`src/rtl/auth_uart_rx.sv`:
```
// auth_uart_rx: 8N1 serial receiver plus GO/STOP authorization FSM producing pwr_up.
//
// Ports:
//   clk        in   system clock, rising edge
//   rst        in   asynchronous active-high reset
//   RX         in   async serial line, idle high
//   rider_off  in   level, 1 = no rider weight on load cells
//   pwr_up     out  registered, 1 = authorized to run
//   rx_byte    out  last received byte, held until the next valid byte
//   rx_vld     out  one-cycle pulse, rx_byte updated this cycle
//   frame_err  out  one-cycle pulse on a bad stop bit
//
// Optional feature: define AUTH_FRAME_ERR_EN to check the stop bit; otherwise
// every frame yields rx_vld and frame_err stays 0.
module auth_uart_rx #(
    parameter int         BAUD_CNT = 2604,
    parameter logic [7:0] CMD_GO   = 8'h47,
    parameter logic [7:0] CMD_STOP = 8'h53
) (
    input  logic       clk,
    input  logic       rst,
    input  logic       RX,
    input  logic       rider_off,
    output logic       pwr_up,
    output logic [7:0] rx_byte,
    output logic       rx_vld,
    output logic       frame_err
);
    localparam int CW = $clog2(BAUD_CNT + 1);

    typedef enum logic [1:0] {R_IDLE, R_START, R_DATA, R_STOP} rx_st_t;
    typedef enum logic [1:0] {A_OFF, A_PWR1, A_PWR2} au_st_t;

    rx_st_t rx_st, rx_nxt;
    au_st_t au_st, au_nxt;
    logic rx_s1, rx_s2, rx_d;
    logic [CW-1:0] baud_cnt, cnt_nxt;
    logic [2:0] bit_cnt;
    logic [7:0] shift;
    logic tick, fall, done, bad, go, stop;

    assign tick = baud_cnt == '0;
    assign fall = rx_d & ~rx_s2;
    assign go   = rx_vld && rx_byte == CMD_GO;
    assign stop = rx_vld && rx_byte == CMD_STOP;

    // Count runs N-1..0 so one bit period is exactly BAUD_CNT cycles; IDLE keeps
    // the half-bit value loaded so START lands mid start bit.
    always_comb begin
        rx_nxt  = rx_st;
        cnt_nxt = tick ? CW'(BAUD_CNT - 1) : baud_cnt - CW'(1);
        done    = 1'b0;
        bad     = 1'b0;
        case (rx_st)
            R_IDLE: begin
                cnt_nxt = CW'(BAUD_CNT / 2);
                rx_nxt  = fall ? R_START : R_IDLE;
            end
            R_START: rx_nxt = tick ? (rx_s2 ? R_IDLE : R_DATA) : R_START;
            R_DATA:  rx_nxt = (tick && bit_cnt == 3'd7) ? R_STOP : R_DATA;
            R_STOP: begin
                rx_nxt = tick ? R_IDLE : R_STOP;
`ifdef AUTH_FRAME_ERR_EN
                done   = tick & rx_s2;
                bad    = tick & ~rx_s2;
`else
                done   = tick;
`endif
            end
            default: rx_nxt = R_IDLE;
        endcase
    end

    always_comb begin
        au_nxt = au_st;
        case (au_st)
            A_OFF:   au_nxt = go ? A_PWR1 : A_OFF;
            A_PWR1:  au_nxt = stop ? (rider_off ? A_OFF : A_PWR2) : A_PWR1;
            A_PWR2:  au_nxt = go ? A_PWR1 : (rider_off ? A_OFF : A_PWR2);
            default: au_nxt = A_OFF;
        endcase
    end

    always_ff @(posedge clk or posedge rst) begin
        if (rst) begin
            rx_st <= R_IDLE;
            au_st <= A_OFF;
        end else begin
            rx_st <= rx_nxt;
            au_st <= au_nxt;
        end
    end

    always_ff @(posedge clk or posedge rst) begin
        if (rst) begin
            rx_s1     <= 1'b1;
            rx_s2     <= 1'b1;
            rx_d      <= 1'b1;
            baud_cnt  <= '0;
            bit_cnt   <= 3'd0;
            shift     <= 8'h00;
            rx_byte   <= 8'h00;
            rx_vld    <= 1'b0;
            frame_err <= 1'b0;
            pwr_up    <= 1'b0;
        end else begin
            rx_s1     <= RX;
            rx_s2     <= rx_s1;
            rx_d      <= rx_s2;
            baud_cnt  <= cnt_nxt;
            bit_cnt   <= rx_st != R_DATA ? 3'd0 : bit_cnt + (tick ? 3'd1 : 3'd0);
            shift     <= (rx_st == R_DATA && tick) ? {rx_s2, shift[7:1]} : shift;
            rx_byte   <= done ? shift : rx_byte;
            rx_vld    <= done;
            frame_err <= bad;
            pwr_up    <= au_nxt != A_OFF;
        end
    end
endmodule

```
`config.mk`:
```
export PLATFORM = sky130hd
export DESIGN_NAME = auth_uart_rx
export DESIGN_NICKNAME = d
export VERILOG_FILES = /design/src/rtl/auth_uart_rx.sv
export SDC_FILE = /design/constraint.sdc
export NUM_CORES = 1
export LEC_CHECK = 0
export CORE_ASPECT_RATIO = 0.6
export CORE_UTILIZATION = 47
export CTS_CLUSTER_DIAMETER = 150
export DETAILED_ROUTE_END_ITERATION = 16
export GPL_ROUTABILITY_DRIVEN = 0
export PLACE_DENSITY = 0.67
export SKIP_CTS_REPAIR_TIMING = 1
export SYNTH_ARGS = -nofsm -noshare
export SYNTH_HDL_FRONTEND = slang
export SYNTH_SLANG_ARGS = --single-unit
export TNS_END_PERCENT = 5
```
`constraint.sdc`:
```
create_clock -name clk -period 4.64 [get_ports clk]
set_input_delay 0.928 -clock clk [delete_from_list [all_inputs] [get_ports clk]]
set_output_delay 0.928 -clock clk [all_outputs]
set_load 0.02 [all_outputs]
```
==> summary.txt <==
Timing
  • Fmax: 437 MHz
  • Setup ws final: 2.35 ns
  • Setup_tns: 0 ns
  • Final Hold Fails: 0
  • Fin crit share: 49.3%
  • Max Transition Viols Final: 0
  • Slew margin rel.: 48.3%
  • Final setup viols: 0
  • Worst-margin pin slew: 0.768 ns
  • Minimum clock period after layout: 2.29 ns
  • Skew final: 0.00932 ns
  • RSZ-0062 raised after global routing: no

Final layout
  • Final net count: 169
  • Layout cells sized above 1: 21.5%
  • Most frequent cells in the layout: dfrtp_1 (37), mux2_2 (17), clkdlybuf4s50_1 (13)
  • Area growth from synthesis to layout: 16.0%
  • Post-route cell area: 2050 µm²
  • Leading cell type in the layout, fill and taps excluded: dfrtp_1
  • Antenna fix cells: 0

Clock tree
  • Later-pin clock latency in the skew report: 0.29 ns
  • CTS Buf Count: 5
  • Clock buffer depth: 2
  • Clk pin slew, worst setup/hold paths: 0.08 ns
  • Root buf cell: clkbuf_8
  • H-tree depth: 2
  • Clock sinks: 40
  • TritonCTS clock tree: yes

Floorplan
  • Io pins: 15
  • Chip Width: 81.3 µm
  • Initial core utilization: 51.8%
  • Core Area: 3420 µm²
  • Die Height: 49.6 µm
  • Die ar.: 4030 µm²
  • Site Rows: 16

Synth
  • Top post-synthesis cells by area: dfrtp_1 (52%), mux2_2 (11%), dfstp_2 (4.4%), xnor2_1 (3.5%), ha_1 (2.1%)
  • Simple-gate portion of the synthesized area: 16.3%
  • Post-Synth XOR/XNOR Area: 5.44%
  • Proportion of synthesized area in mux cells: 11.9%
  • Mapped Nets: 151
  • Async S/R FF share, synth: 100%
  • Post-synthesis compound-gate area fraction: 5.16%
  • Yosys cell types: 36
  • Sequential area share after synthesis: 56.7%
  • Syn Area/Cell: 12.3 µm²
  • Main combinational cell family by area after synthesis: simple AND/OR/NAND/NOR gates
  • Mapped Cells: 144
  • Mapped cell area: 1770 µm²
  • Synth Warn #: 0
  • Synth area leader: dfrtp_1
  • Main synth FF type: dfrtp_1
  • Post-synthesis register bit count: 40
  • Top cell type's share of synthesized area: 52.3%
  • Post-Synth Adder-Cell Area: 2.12%
  • Number of synthesized flops with an enable pin: 0

GRT
  • Total congestion overflow: 0
  • Number of global-route vias before repair: 1107
  • First-pass GRT wire length: 5.43 mm
  • Tot GR Track Use: 18.8%
  • Largest net degree at the start of global routing: 41
  • Initial antenna violation count: 0

Detailed routing
  • Post-route DRC: 0
  • Routed Antenna Nets: 0
  • DR vias: 1118
  • Iteration-0 DRC Markers: 56
  • Post-DR vias/cell: 5.38
  • Routed wire length per instance: 15.5 µm
  • Routed wire length: 3.23 mm
  • Pre-antenna DRT Iters: 4

Power and ir drop
  • Peak VDD IR: 0.183 mV
  • PwrDens: 428 nW/µm²
  • Leakage power: 0.915 nW

Hold path
  • Min-Delay Endpoint: rx_s2$_DFF_PP1_
  • Worst Hold Depth: 0
  • Worst hold start: rx_s1$_DFF_PP1_
  • HP Class: flop to flop

Placement
  • HPWL Detailed: 2.31 mm
  • Placed Area: 1950 µm²
  • Pre-CTS setup slack: 2.50 ns
  • Port buffer count: 13

Outcome
  • Outcome: finished, final reports clean

Setup path
  • Max stage delay on crit path: 0.63 ns
  • Crit path max fanout: 6
  • CP Class: flop to primary output
  • R2r worst-path depth: 7
  • Arr. time, crit path: 1.36 ns
  • Critical path cell sequence: clkdlybuf4s50_1
  • CP Buf/Inv Count: 1
  • CP delay by family, top: buffers and inverters
  • Worst EP required: 3.71 ns
  • Critical path startpoint category: flop
  • Flop-to-flop setup slack: 2.49 ns
  • Slowest cell on the critical path: clkdlybuf4s50_1
  • Reg-to-reg endpoint: bit_cnt[1]$_DFF_PP0_
  • FF-to-FF Start: baud_cnt[0]$_DFF_PP0_
  • CP endpoint kind: primary output

Job
  • Max cap viols: 0
-- stage by stage --
step	power (mW)	std cells	util (%)	hold slack (ns)
3_5_place_dp	0.608	200	56.9	0.347
3_3_place_gp	0.595	200	56.9	0.347
5_1_grt	0.928	208	60.0	0.362
4_1_cts	0.883	208	60.0	0.358
6_report	0.880	208	60.0	0.358
2_1_floorplan	0.566	144	-	0.345
-- area by class of cell --
type,instances,area [µm²]
Fill cell,259,1370
Sequential cell,40,1000
Multi-Input combinational cell,96,729
Timing Repair Buffer,14,138
Clock buffer,6,72.6
Tap cell,45,56.3
Clock inverter,2,35.0
Inverter,5,18.8
-- where the power goes --
group | switching [mW] | internal [mW]
sequential | 0.0626 | 0.397
clock | 0.118 | 0.160
combinational | 0.0736 | 0.0688
-- Yosys cell counts (all sizes together), types with 2 or more instances --
cell type / n
a21oi: 7
and2: 2
and3: 3
buf: 2
dfrtp: 37
dfstp: 3
ha: 3
inv: 5
mux2: 17
mux2i: 2
nand2: 6
nand3: 4
nor2: 8
nor2b: 3
nor3: 8
nor4: 3
o21ai: 6
or2: 2
xnor2: 7
xor2: 4
-- registers in the layout (all words and copies together) (netlist names) --
name      flops
rx_byte       8
shift         8
rx_s1         1
rx_st         2
pwr_up        1
bit_cnt       3
rx_s2         1
baud_cnt     12
rx_d          1
rx_vld        1
au_st         2
-- worst max path at each step --
stage / start / slack (ns) / depth (start not counted) / end
after floorplan: rst / 2.80 / 1 / au_st[0]$_DFF_PP0_
after global placement: baud_cnt[0]$_DFF_PP0_ / 2.58 / 7 / bit_cnt[1]$_DFF_PP0_
after detailed placement: baud_cnt[0]$_DFF_PP0_ / 2.50 / 7 / bit_cnt[1]$_DFF_PP0_
after CTS: rx_byte[4]$_DFFE_PP0P_ / 2.35 / 1 / rx_byte[4]
after global routing: rx_byte[4]$_DFFE_PP0P_ / 2.29 / 1 / rx_byte[4]
final: rx_byte[4]$_DFFE_PP0P_ / 2.35 / 1 / rx_byte[4]
-- kinds of logic (layout without fill, tap and decap cells) --
logic type	count (synthesis)	after routing
adder cells (fa/ha/maj)	3	3
flip-flops	40	40
buffers and inverters	8	27
AND/OR/NAND/NOR	46	46
AO/OA/AOI/OAI	16	16
other	1	1
multiplexers	19	19
XOR/XNOR	11	11
-- layer usage --
layer  track usage (%)  wire, µm
met1              26.9      1680
met4              7.14        44
met2              26.3      1410
met3              6.11       100
met5                 0         0
Note: power is estimated with default switching activity, not from simulation.
